--- config.mk ---
export PLATFORM = sky130hd
export DESIGN_NAME = stream_serializer_flat
export DESIGN_NICKNAME = d
export VERILOG_FILES = /design/src/rtl/stream_serializer_pkg.sv /design/src/rtl/stream_serializer_if.sv /design/src/rtl/stream_beat_counter.sv /design/src/rtl/stream_serializer.sv /design/src/flat_wrapper.sv
export SDC_FILE = /design/constraint.sdc
export NUM_CORES = 1
export LEC_CHECK = 0
export CAP_MARGIN = 20
export CORE_ASPECT_RATIO = 1.25
export CORE_MARGIN = 3
export CORE_UTILIZATION = 45
export DETAILED_ROUTE_END_ITERATION = 16
export DONT_BUFFER_PORTS = 1
export GPL_ROUTABILITY_DRIVEN = 0
export MAX_ROUTING_LAYER = met4
export PLACE_DENSITY = 0.65
export SLEW_MARGIN = 10
export SYNTH_ARGS = -nofsm -noshare
export SYNTH_HDL_FRONTEND = slang
export SYNTH_SLANG_ARGS = --single-unit
--- constraint.sdc ---
create_clock -name clk -period 2.15 [get_ports clk]
set_input_delay 0.645 -clock clk [delete_from_list [all_inputs] [get_ports clk]]
set_output_delay 0.645 -clock clk [all_outputs]
set_load 0.005 [all_outputs]
--- src/rtl/stream_serializer_pkg.sv ---
// stream_serializer_pkg: shared state encoding and width derivation for the serializer family.
package stream_serializer_pkg;
    typedef enum logic {S_IDLE = 1'b0, S_SEND = 1'b1} state_t;
    function automatic int iwidth(input int owidth, input int logratio);
        return owidth << logratio;
    endfunction
endpackage

--- src/rtl/stream_serializer_if.sv ---
// stream_serializer_if: wide valid/ready input side and narrow valid/ready/last output side.
interface stream_serializer_if #(
    parameter int OWIDTH   = 8,
    parameter int LOGRATIO = 2
);
    import stream_serializer_pkg::*;
    localparam int IWIDTH = iwidth(OWIDTH, LOGRATIO);
    logic              in_val;
    logic [IWIDTH-1:0] in_data;
    logic              in_rdy;
    logic              out_val;
    logic [OWIDTH-1:0] out_data;
    logic              out_last;
    logic              out_rdy;
    modport master (output in_val, in_data, out_rdy, input in_rdy, out_val, out_data, out_last);
    modport slave  (input in_val, in_data, out_rdy, output in_rdy, out_val, out_data, out_last);
endinterface

--- src/rtl/stream_beat_counter.sv ---
// stream_beat_counter: beat index within a word, saturating at RATIO-1 with a last flag.
module stream_beat_counter #(
    parameter int LOGRATIO = 2
) (
    input  logic                                   clk,
    input  logic                                   reset_n,
    input  logic                                   inc_i,
    input  logic                                   clr_i,
    output logic [(LOGRATIO > 0 ? LOGRATIO : 1)-1:0] cnt_o,
    output logic                                   last_o
);
    localparam int CW = LOGRATIO > 0 ? LOGRATIO : 1;
    localparam logic [CW-1:0] MAX = CW'((1 << LOGRATIO) - 1);
    logic [CW-1:0] cnt_q, cnt_d;
    always_comb begin
        cnt_d  = clr_i ? '0 : (inc_i && cnt_q != MAX) ? cnt_q + 1'b1 : cnt_q;
        cnt_o  = cnt_q;
        last_o = cnt_q == MAX;
    end
    always_ff @(posedge clk or negedge reset_n)
        if (!reset_n) cnt_q <= '0;
        else          cnt_q <= cnt_d;
endmodule

--- src/rtl/stream_serializer.sv ---
// stream_serializer: splits each wide FIFO word into RATIO narrow beats, LSB beat first.
// Define SERIALIZER_MSB_FIRST_EN to emit the MSB beat first instead.
module stream_serializer
    import stream_serializer_pkg::*;
#(
    parameter int OWIDTH   = 8,
    parameter int LOGRATIO = 2
) (
    input logic                clk,
    input logic                reset_n,
    stream_serializer_if.slave s
);
    localparam int IWIDTH = iwidth(OWIDTH, LOGRATIO);
    localparam int RATIO  = 1 << LOGRATIO;
    localparam int CW     = LOGRATIO > 0 ? LOGRATIO : 1;
    state_t            state_q, state_d;
    logic [IWIDTH-1:0] word_q, word_d, word_sh;
    logic [CW-1:0]     cnt, sel;
    logic              last, in_fire, out_fire, wrap, inc, clr;
    stream_beat_counter #(.LOGRATIO(LOGRATIO)) u_cnt (
        .clk    (clk),
        .reset_n(reset_n),
        .inc_i  (inc),
        .clr_i  (clr),
        .cnt_o  (cnt),
        .last_o (last)
    );
    always_ff @(posedge clk or negedge reset_n)
        if (!reset_n) begin
            state_q <= S_IDLE;
            word_q  <= '0;
        end else begin
            state_q <= state_d;
            word_q  <= word_d;
        end
    // in_fire on the last beat reloads the word and stays in SEND: zero-bubble streaming
    always_comb begin
        state_d = in_fire ? S_SEND : wrap ? S_IDLE : state_q;
        word_d  = in_fire ? s.in_data : word_q;
        inc     = out_fire & ~last;
        clr     = in_fire | wrap;
    end
    always_comb begin
        s.out_val  = state_q == S_SEND;
        s.out_last = s.out_val & last;
        out_fire   = s.out_val & s.out_rdy;
        wrap       = out_fire & last;
        s.in_rdy   = (state_q == S_IDLE) | wrap;
        in_fire    = s.in_val & s.in_rdy;
`ifdef SERIALIZER_MSB_FIRST_EN
        sel        = CW'(RATIO - 1) - cnt;
`else
        sel        = cnt;
`endif
        word_sh    = word_q >> (sel * OWIDTH);
        s.out_data = s.out_val ? word_sh[OWIDTH-1:0] : '0;
    end
endmodule
--- src/flat_wrapper.sv ---
// flat-port wrapper written by rule: the top's interface ports become plain ports
module stream_serializer_flat import stream_serializer_pkg::*;
#(
    parameter int OWIDTH   = 8,
    parameter int LOGRATIO = 2
)
  (clk, reset_n, s_in_val, s_in_data, s_out_rdy, s_in_rdy, s_out_val, s_out_data, s_out_last);
  stream_serializer_if #(.OWIDTH(OWIDTH), .LOGRATIO(LOGRATIO)) s_i ();
  input logic clk;
  input logic reset_n;
  input wire logic [$bits(s_i.in_val)-1:0] s_in_val;
  input wire logic [$bits(s_i.in_data)-1:0] s_in_data;
  input wire logic [$bits(s_i.out_rdy)-1:0] s_out_rdy;
  output wire logic [$bits(s_i.in_rdy)-1:0] s_in_rdy;
  output wire logic [$bits(s_i.out_val)-1:0] s_out_val;
  output wire logic [$bits(s_i.out_data)-1:0] s_out_data;
  output wire logic [$bits(s_i.out_last)-1:0] s_out_last;
  assign s_i.in_val = s_in_val;
  assign s_i.in_data = s_in_data;
  assign s_i.out_rdy = s_out_rdy;
  assign s_in_rdy = s_i.in_rdy;
  assign s_out_val = s_i.out_val;
  assign s_out_data = s_i.out_data;
  assign s_out_last = s_i.out_last;
  stream_serializer #(.OWIDTH(OWIDTH), .LOGRATIO(LOGRATIO)) u_core (.clk(clk), .reset_n(reset_n), .s(s_i));
endmodule
Word-level counts from Yosys, hierarchy flattened:

Cells that the tools add are included.

* bits in registers: 35
* logic and storage cells: 24
* input bits: 36
* output and inout port bits: 11

* shift-type cells: 1
* bitwise logic cells: 9
* reductions and logical operators: 3
* mux-type cells: 5
* add/sub/neg operators: 1
* eq/ne operators: 2

Operators by type and width (count)
* 32-bit by 5-bit right shift with 8-bit output: 1
* 8-bit 2-to-1 mux: 1
* 1-bit bitwise AND: 5
* 2-bit 2-to-1 mux: 2
* 2-bit nonzero test: 2
* 2-bit by 1-bit adder with 2-bit output (second input constant): 1
* 2-bit == test (second input constant): 1
* 1-bit 2-to-1 mux: 2
* 2-bit != test (second input constant): 1
* 1-bit NOT: 2
* 1-bit OR: 2
* 1-bit logical AND: 1

Depth between registers and ports, before layout:

* word-level depth: 6
* gate-level depth with buffers: 5
* depth with buffers taken out: 3

By module:

Synthesis repeated with hierarchy kept, for this count alone.

* cells, all modules: 116
* area, all modules: 1788.0 um^2

By module, submodules not included
* stream_serializer: area an instance 1664.1 um^2, instances 1, cells each 106
* stream_beat_counter: area an instance 123.9 um^2, instances 1, cells each 10

Worst setup path before layout:

Ideal clock, no wire load.

* path kind: register -> output
* start: register u_core.u_cnt.cnt_q[0] (netlist: u_core.u_cnt.cnt_o[0])
* end: output s_in_rdy
* data required time: 1.505 ns
* data arrival time: 1.137 ns
* buffers on the path: 1
* path slack: 0.368 ns
* cell stages (with the launch flop): 5
* cells stage by stage: dfrtp_1 -> ha_1 -> a21boi_4 -> buf_4 -> inv_2

* cells in the longest elaborated chain, start to end: 3

RTL lines
* start: declaration: RTL line stream_beat_counter.sv:14 `logic [CW-1:0] cnt_q, cnt_d;`
* start signal: assignment: RTL line stream_beat_counter.sv:22 `else cnt_q <= cnt_d;`
* 2-bit == test: RTL line stream_beat_counter.sv:18 `last_o = cnt_q == MAX;`
* 1-bit bitwise AND: RTL line stream_serializer.sv:47 `wrap = out_fire & last;`
* 1-bit OR: RTL line stream_serializer.sv:48 `s.in_rdy = (state_q == S_IDLE) | wrap;`
* end: declaration: RTL line flat_wrapper.sv:14 `output wire logic [$bits(s_i.in_rdy)-1:0] s_in_rdy;`

No other way between the ends.

Final worst setup path:

* start: register u_core.state_q (netlist: u_core.s.out_val)
* end: output s_out_data[1]

* cells in the longest elaborated chain, start to end: 1

RTL lines
* start: declaration: RTL line stream_serializer.sv:16 `state_t state_q, state_d;`
* start signal: assignment: RTL line stream_serializer.sv:33 `state_q <= state_d;`
* 8-bit 2-to-1 mux: RTL line stream_serializer.sv:56 `s.out_data = s.out_val ? word_sh[OWIDTH-1:0] : '0;`
* end: declaration: RTL line flat_wrapper.sv:16 `output wire logic [$bits(s_i.out_data)-1:0] s_out_data;`

No other way between the ends.

==> flow_summary.ini <==
[clock_tree]
worst_skew_pair.late_latency_ns = 0.28
cts_root_buffer = clkbuf_8
clk_pin_slew_ns = 0.07
clkSinkCount = 35
holdBufCountCts = 0
cts_resized = 0
htreeDepth = 2
post-cts-setup-buffer-count = 0
cts.path.max_buffers = 2
numCtsBuffers = 5
cts_tree = built

[cells_and_area]
fin_cells = 242
insertedDiodeCount = 0
syn_to_final_growth_pct = 3.404
num-nets-final = 220
layout-drive-gt1-share_pct = 25.54

[global_route]
grt_pass1_wl_um = 7410
track_usage_pct = 17.68
grt_max_degree = 38
overflow = 0
first_global_vias = 1509
antenna_found_initial = 0

[synthesis]
ys.flop_type = dfrtp_1
synth_largest_area_cell = dfrtp_1
synth_top_area_share_pct = 41.08
ys_top_cells_by_area = dfrtp_1, o32ai_2, mux2i_1
synthCells = 189
synth_seq_area_share_pct = 41.08
synth_edf_count = 0
ys_top_cells_by_count = dfrtp_1, nand2_1, inv_1, o32ai_2, mux2i_1
ys_types = 27
ys_ff_latch = 35
syn_area_per_cell_um2 = 11.28
yosys_warnings = 0
synthArstFlopShare_pct = 100.0
synth_area_mm2 = 0.002132
synth_most_common_cell = dfrtp_1
syn_nets = 226

[sta]
fin_tns_setup_ns = 0
slew_violations = 0
slew_headroom_pct = 40.30
final-hold-violation-count = 0
grt_setup_unrepaired = false
final.setup_skew_ns = 0.005095
fmax_mhz = 502.1
fin_crit_sh_pct = 92.64
worstMarginPinSlew_ns = 0.8956
finalSetupViolations = 0
post-route-min-period_ns = 1.992

[setup_path]
arrival_ns = 1.35
crit_path_end_kind = output port
crit_path_start_kind = register
cp_max_fo = 8
worst-r2r-setup-slack_ns = 0.27
worstReg2RegEnd = u_core.word_q[22]$_DFFE_PN0P_
rr_startpoint = u_core.u_cnt.cnt_o[0]$_DFFE_PN0P_
required_ns = 1.50
critPathKind = register to output port
reg2regPathDepth = 3

[power_and_ir_drop]
powerDensity_mw_per_mm2 = 1462
peakVddDrop_mv = 0.6630
p_leak_nw = 0.9976
total_power_w = 0.003224

[drt]
vias = 1404
drt-met1-wl_um = 1832
first_pass_iters = 4
antenna_left = 0
wl_met3_um = 261
wl_per_cell_um = 18.29
routed.top_layer = met4
wl_um = 4425
drtIter0Drc = 53
avgViaCountPerCell = 5.802
wl_met2_um = 2245
drc = 0

[die]
io_pins = 47
coreArea_mm2 = 0.004493
die_x_um = 67.57
die_area_mm2 = 0.005605
die_h_um = 82.96
start_util_pct = 47.45
std_cell_rows = 27

[place]
place.detailed.hpwl_um = 3098
portBuffers = 0
place_inst = 234

[outcome]
status = finished clean

[run]
drv_cap = 0

[min_path]
min-delay-path-class = input pin to asynchronous set/reset pin
per-layer routing:
layer / track usage, % / vias up
li1: - / 647
met1: 22.31 / 704
met2: 27.81 / 45
met3: 3.924 / 8
met4: 5.535 / 0
met5: - / -
cell usage in the layout (no fill, tap or decap):
master / netlist / routed
nand4b_1: 1 / 1
buf_4: 4 / 4
nor2_1: 1 / 1
mux2i_1: 17 / 17
clkinv_2: 0 / 1
or3b_1: 1 / 1
o22ai_1: 8 / 8
and3_2: 0 / 1
dfrtp_1: 35 / 35
buf_12: 3 / 1
a21boi_4: 1 / 1
nand3_1: 1 / 1
nand2b_1: 1 / 1
o32ai_1: 2 / 2
inv_1: 32 / 32
bufinv_16: 0 / 1
o32ai_2: 30 / 30
nor2b_4: 0 / 1
and2_1: 1 / 1
nand2_1: 33 / 33
ha_1: 1 / 1
or2_1: 1 / 1
inv_2: 1 / 1
clkbuf_8: 0 / 6
nand3b_1: 1 / 1
a32o_1: 1 / 1
where the power goes:
part           internal [W]  switching (W)
logic              0.000758       0.000684
clock network      0.000375       0.000232
registers          0.000981       0.000194
state kept, by name (all words and copies together) (netlist names):
register	flops
u_core.word_q	32
u_core.u_cnt.cnt_o	2
u_core.s.out_val	1
worst max-delay path by stage:
| stage | from | end | slack, ns | cells past startpoint |
|---|---|---|---|---|
| finish | u_core.s.out_val$_DFFE_PN0P_ | s_out_data[1] | 0.16 | 2 |
| global route | u_core.s.out_val$_DFFE_PN0P_ | s_out_data[1] | 0.08 | 2 |
| CTS | u_core.s.out_val$_DFFE_PN0P_ | s_out_data[1] | 0.16 | 2 |
| detailed placement | u_core.u_cnt.cnt_o[0]$_DFFE_PN0P_ | u_core.word_q[8]$_DFFE_PN0P_ | 0.26 | 3 |
| global placement | u_core.u_cnt.cnt_o[0]$_DFFE_PN0P_ | u_core.word_q[9]$_DFFE_PN0P_ | 0.38 | 3 |
| floorplan | u_core.u_cnt.cnt_o[0]$_DFFE_PN0P_ | s_in_rdy | 0.37 | 4 |
per-stage QoR:
step           instance area, µm²  setup slack (ns)  util, %  hold slack (ns)
2_1_floorplan                2132            0.3683        -           0.3494
3_3_place_gp                 2087            0.3790    46.45           0.3509
3_5_place_dp                 2087            0.2645    46.45           0.3510
4_1_cts                      2205            0.1581    49.07          0.03460
5_1_grt                      2205           0.07700    49.07          0.03033
6_report                     2205            0.1583    49.07          0.04697
critical path, stage by stage (launching register included):
cell and delay, ns:
dfrtp_1 0.48, nand2b_1 0.27, o22ai_1 0.32
final cells by class:
| cell class | instances | area, µm² |
|---|---|---|
| Fill cell | 402 | 2288 |
| Tap cell | 58 | 72.57 |
| Clock buffer | 6 | 82.58 |
| Inverter | 33 | 123.9 |
| Multi-Input combinational cell | 103 | 964.7 |
| Clock inverter | 2 | 35.03 |
| Sequential cell | 35 | 875.8 |
| Timing Repair Buffer | 5 | 50.05 |
kinds of logic (layout without fill, tap and decap cells):
kind of cell	count (synthesis)	count (layout)	share of synthesized area [%]
AOI/OAI and AO/OA	42	42	27.41
buffers and inverters	51	46	13.97
adders and majority gates	1	1	0.5868
and+or+nand+nor	43	43	8.980
DFF	35	35	41.08
muxes	17	17	7.981
No activity file was read; power rests on OpenSTA's default activity.
